`src/rtl/tag_mem_arbiter.sv`:
```
// Shares one tag-memory port between two requesters (round-robin) and routes responses back.
// Define TAG_ARB_CLEAR_EN to compile in the sweep engine that clears every tag word.
module tag_mem_arbiter #(
  parameter int          SIZE     = 8192,
  parameter int          RSP_LAT  = 2,
  parameter logic [31:0] CLR_BASE = 32'h0
) (
  input  logic        clk,
  input  logic        rst,
  input  logic        m0_req,
  output logic        m0_gnt,
  output logic        m0_rvalid,
  input  logic [31:0] m0_addr,
  input  logic        m0_we,
  input  logic [3:0]  m0_be,
  input  logic        m0_wdata_tag,
  output logic [3:0]  m0_rdata_tag,
  input  logic        m1_req,
  output logic        m1_gnt,
  output logic        m1_rvalid,
  input  logic [31:0] m1_addr,
  input  logic        m1_we,
  input  logic [3:0]  m1_be,
  input  logic        m1_wdata_tag,
  output logic [3:0]  m1_rdata_tag,
  input  logic        clr_start,
  output logic        clr_busy,
  output logic        clr_done,
  output logic        s_req,
  input  logic        s_gnt,
  input  logic        s_rvalid,
  output logic [31:0] s_addr,
  output logic        s_we,
  output logic [3:0]  s_be,
  output logic        s_wdata_tag,
  input  logic [3:0]  s_rdata_tag
);

`ifdef TAG_ARB_CLEAR_EN
  typedef enum logic [1:0] {ID_M0, ID_M1, ID_CLR} owner_e;
`else
  typedef enum logic {ID_M0, ID_M1} owner_e;
`endif

  logic               busy;
  logic               sel_m1;
  logic               accept;
  owner_e             sel_id;
  logic               last_q, last_d;   // 1: m1 was granted most recently
  logic [RSP_LAT-1:0] own_vld_q, own_vld_d;
  owner_e             own_id_q [RSP_LAT];
  owner_e             own_id_d [RSP_LAT];
  logic               rsp_ok;

`ifdef TAG_ARB_CLEAR_EN
  localparam int WORDS = SIZE / 4;
  localparam int IW    = $clog2(WORDS) + 1;

  typedef enum logic [1:0] {ST_IDLE, ST_SWEEP, ST_DONE} clr_state_e;

  clr_state_e    state_q, state_d;
  logic [IW-1:0] idx_q, idx_d;
  logic [31:0]   clr_addr;

  assign busy     = (state_q == ST_SWEEP);
  assign clr_busy = busy;
  assign clr_done = (state_q == ST_DONE);
  assign clr_addr = CLR_BASE + (32'(idx_q) << 2);

  always_comb begin
    state_d = state_q;
    idx_d   = idx_q;
    unique case (state_q)
      ST_IDLE: if (clr_start) begin
        state_d = ST_SWEEP;
        idx_d   = '0;
      end
      ST_SWEEP: if (s_gnt) begin
        if (idx_q == IW'(WORDS - 1)) state_d = ST_DONE;
        idx_d = idx_q + IW'(1);
      end
      ST_DONE: state_d = ST_IDLE;
      default: state_d = ST_IDLE;
    endcase
  end

  always_ff @(posedge clk or posedge rst) begin
    if (rst) begin
      state_q <= ST_IDLE;
      idx_q   <= '0;
    end else begin
      state_q <= state_d;
      idx_q   <= idx_d;
    end
  end
`else
  logic unused_clr;

  assign busy       = 1'b0;
  assign clr_busy   = 1'b0;
  assign clr_done   = 1'b0;
  assign unused_clr = ^{clr_start, CLR_BASE, SIZE};
`endif

  always_comb begin
    sel_m1      = m1_req && (!m0_req || !last_q);
    s_req       = 1'b0;
    s_addr      = '0;
    s_we        = 1'b0;
    s_be        = '0;
    s_wdata_tag = 1'b0;
    sel_id      = ID_M0;
    if (sel_m1) begin
      s_req       = 1'b1;
      s_addr      = m1_addr;
      s_we        = m1_we;
      s_be        = m1_be;
      s_wdata_tag = m1_wdata_tag;
      sel_id      = ID_M1;
    end else if (m0_req) begin
      s_req       = 1'b1;
      s_addr      = m0_addr;
      s_we        = m0_we;
      s_be        = m0_be;
      s_wdata_tag = m0_wdata_tag;
    end
`ifdef TAG_ARB_CLEAR_EN
    // The sweep owns the port outright; requester selection is overridden.
    if (busy) begin
      s_req       = 1'b1;
      s_addr      = clr_addr;
      s_we        = 1'b1;
      s_be        = 4'b1111;
      s_wdata_tag = 1'b0;
      sel_id      = ID_CLR;
    end
`endif
  end

  assign accept = s_req && s_gnt;
  assign m0_gnt = accept && !busy && (sel_id == ID_M0);
  assign m1_gnt = accept && !busy && (sel_id == ID_M1);

  always_comb begin
    last_d = last_q;
    if (m1_gnt)      last_d = 1'b1;
    else if (m0_gnt) last_d = 1'b0;
    own_vld_d[0] = accept;
    own_id_d[0]  = sel_id;
    for (int k = 1; k < RSP_LAT; k++) begin
      own_vld_d[k] = own_vld_q[k-1];
      own_id_d[k]  = own_id_q[k-1];
    end
  end

  // NOTE: state updates use non-blocking assignments so every flop samples pre-edge values.
  // NOTE: the owner pipeline is reset so responses in flight at reset are dropped, not misrouted.
  always_ff @(posedge clk or posedge rst) begin
    if (rst) begin
      last_q    <= 1'b1;
      own_vld_q <= '0;
      for (int k = 0; k < RSP_LAT; k++) own_id_q[k] <= ID_M0;
    end else begin
      last_q    <= last_d;
      own_vld_q <= own_vld_d;
      for (int k = 0; k < RSP_LAT; k++) own_id_q[k] <= own_id_d[k];
    end
  end

  assign rsp_ok       = s_rvalid && own_vld_q[RSP_LAT-1];
  assign m0_rvalid    = rsp_ok && (own_id_q[RSP_LAT-1] == ID_M0);
  assign m1_rvalid    = rsp_ok && (own_id_q[RSP_LAT-1] == ID_M1);
  assign m0_rdata_tag = m0_rvalid ? s_rdata_tag : 4'b0;
  assign m1_rdata_tag = m1_rvalid ? s_rdata_tag : 4'b0;

endmodule

```
`config.mk`:
```
export PLATFORM = sky130hd
export DESIGN_NAME = tag_mem_arbiter
export DESIGN_NICKNAME = d
export VERILOG_FILES = /design/src/rtl/tag_mem_arbiter.sv
export SDC_FILE = /design/constraint.sdc
export NUM_CORES = 1
export LEC_CHECK = 0
export CORE_MARGIN = 2
export CORE_UTILIZATION = 21
export CTS_CLUSTER_SIZE = 14
export DETAILED_ROUTE_END_ITERATION = 7
export HOLD_SLACK_MARGIN = 0.12
export PLACE_DENSITY = 0.81
export SYNTH_ARGS = -nofsm -noshare
export SYNTH_HDL_FRONTEND = slang
export SYNTH_SLANG_ARGS = --single-unit
```
`constraint.sdc`:
```
create_clock -name clk -period 3.2 [get_ports clk]
set_input_delay 0.32 -clock clk [delete_from_list [all_inputs] [get_ports clk]]
set_output_delay 0.32 -clock clk [all_outputs]
set_load 0.01 [all_outputs]
```
; After elaboration in Yosys (flattened, before gate mapping)
; Index checks and enable logic that the tools add are counted.
[totals]
memories = 0
elab_cells = 32
rom_bits = 0
reg_bits = 5
ram_bits = 0
latch_bits = 0
[classes]
magnitude_cmp = 0
bitwise = 2
muxes = 15
reduce_logical = 11
shift = 0
div_mod_pow = 0
mul = 0
eq_ne = 0
add_sub_neg = 0
[ops]
columns = cell, n
row1 = 2-to-1 mux 32 bit, 2
row2 = 2-to-1 mux 4 bit, 4
row3 = 2-to-1 mux 1 bit, 9
row4 = logical AND 1 bit, 7
row5 = zero test 1 bit, 2
row6 = NOT 1 bit, 2
row7 = nonzero test 2 bit, 1
row8 = logical OR 1 bit, 1

; Logic depth before layout (Yosys ltp)
[logic_depth]
ltp_word = 8
depth_mapped = 4
mapped_depth_nobuf = 2

; Worst setup path before layout
; No wires, ideal clock.
[synth_timing]
path_type = flip-flop to output port
from = reg last_q
to = out s_addr[25]
t_required_ps = 2880
arrival_ps = 1105
n_path_buf = 2
stages_incl_launch_ff = 5
path_slack_ps = 1775
cell_sequence = dfstp_2 -> nand2b_4 -> buf_6 -> buf_6 -> a32o_1
[synth_between]
elab_chain_cells = 4
[synth_rtl]
columns = element, line_no
row1 = start: declaration, 49  ; logic last_q, last_d;
row2 = start signal: assignment, 164  ; last_q <= last_d;
row3 = zero test 1 bit, 106  ; sel_m1 = m1_req && (!m0_req || !last_q);
row4 = logical OR 1 bit, 106
row5 = logical AND 1 bit, 106
row6 = 2-to-1 mux 32 bit, 113  ; if (sel_m1) begin
row7 = end: declaration, 32  ; output logic [31:0] s_addr,
; No other way between the ends.

; Final worst setup path
[layout_timing]
from = in m1_req
to = out s_addr[27]
[layout_between]
elab_chain_cells = 2
[layout_rtl]
columns = element, line_no
row1 = start: declaration, 18  ; input logic m1_req,
row2 = logical AND 1 bit, 106
row3 = 2-to-1 mux 32 bit, 113
; No other way between the ends.

==> results summary <==
The run finished with clean final reports. The total iterations of the first detailed-routing run is 4. In this run switching power makes up 31.5% of total power. The share of total power dissipated in combinational logic is 71.3%. Each instance of the synthesized netlist takes up on average 9.46 sq um.

Summed over all nets, the switching power comes to 0.165 mW. 0 antenna diodes ended up in the layout. The sum of negative setup slack came out at 0 ns. The worst clock skew came out at 0.0000250 ns.

In this run the standard cell core region covers 3360 sq um. The die extent in y is 63.3 um. The total number of nets in the final design came out at 295. Data on the critical path is required at its endpoint by 2.88 ns. In this run, synthesis produced a sequential element count of 5.

The final setup violation count is 0. The placer congestion estimate came out at 0.783. The number of synthesized flops with an enable pin is 0. The synthesized-area fraction occupied by adder cells came out at 0%. The post-layout minimum cycle time came out at 2.52 ns. The count of pins over their slew limit came out at 0.

The worst-case IR drop observed on VDD is 0.101 mV. The gate count of the mapped netlist came out at 78. In this run the worst path has a maximum fanout of 40. The maximum number of pins on one net before global-route repair came out at 41. Summed over all instances, the cell type with the most area after synthesis is sky130_fd_sc_hd__a32o_1. The standard-cell row count came out at 21. The initial antenna violation count came out at 0. The fraction of synthesized cell area in xor and xnor cells is 0%.

The element type at the critical path start is an input pin. The relative area change from synthesis to final layout came out at 186%. CTS placed an instance of sky130_fd_sc_hd__clkbuf_4 at the clock tree root. Detailed routing inserted a total of 1,294 vias. Summing the areas of all compound-gate instances in the mapped netlist gives 54.6% of the synthesized area.

After synthesis, the cell types taking the most area are sky130_fd_sc_hd__a32o_1 (52%), sky130_fd_sc_hd__dfrtp_1 (14%), sky130_fd_sc_hd__and2_1 (8.5%). The distinct cell type count of the synthesized netlist is 17. The category of the worst setup path capture point is an output pin. TritonCTS built the clock tree. The sequential cell area fraction in the yosys report came out at 17.1%. The timing-limited maximum frequency came out at 0.397 GHz. By area, the combinational part of the netlist is dominated by compound AO/OA/AOI/OAI gates. Counting along the longest clock path gives a buffer depth of 2. For this design, the CTS-stage hold fixing added 0 buffers. The tool flagged a number of max-cap violations equal to 0. The clock-pin slew on the worst setup and hold paths came out at 0.05 ns. The arrival time at the worst endpoint came out at 2.20 ns. The share of power burned in the clock network is 14.1%.

The fraction of synthesized area in multiplexers is 0%. The cell with the most instances after synthesis is sky130_fd_sc_hd__a32o_1. The delay of the slowest cell on the worst path came out at 0.56 ns.

The commonest cells after synthesis are sky130_fd_sc_hd__a32o_1 (38), sky130_fd_sc_hd__and2_1 (10), sky130_fd_sc_hd__buf_4 (6). The routed length per instance is 16.8 um. The DRC violation total after the first TritonRoute iteration is 81.

The total of warnings raised by yosys came out at 0. The total die area came out at 4010 sq um. In this run the static leakage power is 0.770 nW. The path class of the tightest hold or removal check is input pin to asynchronous set/reset pin. The clock sink total came out at 5. The slowest stage of the critical path belongs to the cell sky130_fd_sc_hd__clkdlybuf4s50_1. The count of buffers inserted at the top-level ports came out at 136. In this run the number of H-tree levels came out at 1. Prior to clock tree synthesis, the placed netlist has a worst setup slack of 0.684 ns. Setup repair after global routing left no endpoint under its margin. The fraction of the cycle the final worst path needs is 78.8%.

The fill cell instance count of the final layout is 312. The number of primary I/O pins came out at 140. After detailed routing, the total wire length is 4250 um. The number of nets with antenna violations after detailed routing is 0. By startpoint and endpoint, the worst setup path is classified as input pin to output pin. The internal cell power came out at 0.359 mW. Once the floorplan was initialized, standard cells occupied 21.9% of the core. The share of flip-flops with an asynchronous set or reset came out at 100%. In the routed design, unresolved DRC markers number 0. The detailed-placement wirelength estimate is 3320 um. The simple logic cell fraction of the synthesized area is 14.1%. The number of hold-slack violations in the final timing report came out at 0. The mapped netlist covers 738 sq um.

After global routing the overflow that remains totals 0. The number of clock buffers inserted by TritonCTS came out at 3. The flip-flop cell with the highest count after synthesis is sky130_fd_sc_hd__dfrtp_1. The setup slack of the critical path after layout is 0.679 ns.

The register share of total power is 14.6%. The signal on the critical path passes through clkdlybuf4s50_1, a21boi_2, buf_4, a32o_1, clkdlybuf4s50_1. The floorplan step set the die width to 63.3 um.

The area share of the largest cell type after synthesis is 51.5%. The via count of the first global-routing pass is 1,270. In the global route stage, overall resource usage came out at 20.8%. The routed via count divided by cell count is 5.11. Buffers added to address setup during post-CTS repair amount to 0. The wire length of the first global-routing pass came out at 6520 um. The fraction of layout instances using a drive strength above 1 is 4.83%. In this run the power density over the cells is 248 nW/um^2.

In this run, post-CTS repair resized a total of 0 instances. The insertion delay of the later-clocked pin in the worst-skew pair came out at 0.24 ns. Counting stages on the worst path, the most repeated cell is sky130_fd_sc_hd__clkdlybuf4s50_1.
==> layout make-up <==
| cell class | instances | area (sq um) | share of cell area (%) |
|---|---|---|---|
| multi-input cells | 58 | 514 | 24.3 |
| well taps | 46 | 57.6 | 2.73 |
| clock buffers | 4 | 26.3 | 1.24 |
| inverters | 1 | 3.75 | 0.178 |
| flip-flops and latches | 5 | 126 | 5.98 |
| repair buffers | 139 | 1380 | 65.5 |
==> cell usage in the layout, fill, tap and decap left out, types with 2 or more instances in the layout <==
master and n:
sky130_fd_sc_hd__clkdlybuf4s50_1 136, sky130_fd_sc_hd__clkbuf_4 3, sky130_fd_sc_hd__buf_4 3, sky130_fd_sc_hd__a32o_1 38, sky130_fd_sc_hd__and3_1 2, sky130_fd_sc_hd__dfrtp_1 4
sky130_fd_sc_hd__and2_1 10, sky130_fd_sc_hd__conb_1 2
==> kinds of logic after synthesis <==
logic type | Yosys count
simple gates | 15
compound gates | 41
flops | 5
other cells | 1
buf+inv | 16
==> state kept, by name, indices dropped and copies added, names as in the netlist <==
name / count
last_q: 1
own_id_d: 1
own_id_q: 1
own_vld_q: 2
==> routing by layer <==
metal  vias up  wire length [um]  share of wire, %  GRT usage [%]
met2        84              2190                52           37.5
li1        593                 -                 -              -
met4         0                25              0.59           6.52
met3         2               401               9.4           4.64
met5         -                 0                 0              0
met1       615              1640                38           24.5
==> worst max-delay path: cells and delay by family <==
family,cells,cell delay (ns)
AOI/OAI and AO/OA,2,0.38
buffers and inverters,3,1.48
==> through the flow <==
step	instances	total power [mW]	util, %	hold slack (ns)	instance area, sq um
2_1_floorplan	79	0.225	-	0.0978	742
3_3_place_gp	249	0.443	62.0	0.332	2090
3_5_place_dp	249	0.450	62.0	0.335	2090
4_1_cts	253	0.529	62.8	0.271	2110
5_1_grt	253	0.556	62.8	0.289	2110
6_report	253	0.524	62.8	0.275	2110
==> power by group through the flow <==
stage	clock [mW]	combinational, mW	sequential (mW)
after global placement	0	0.366	0.0765
after floorplan	0	0.149	0.0759
after global routing	0.0812	0.396	0.0782
after detailed placement	0	0.373	0.0775
after CTS	0.0767	0.376	0.0766
final	0.0741	0.374	0.0765
==> worst paths after layout <==
path | start | depth (start not counted) | slack (ns) | end
max in group asynchronous | rst | 2 | 2.69 | last_q
min | rst | 2 | 0.28 | own_vld_q[1]
min reg2reg | own_id_d[0] | 0 | 0.35 | own_id_q[0]
max | m1_req | 5 | 0.68 | s_addr[27]
max reg2reg | last_q | 2 | 2.14 | own_id_d[0]
min in group clk | own_id_d[0] | 0 | 0.35 | own_id_q[0]
Power figures use the tool's default switching activity.
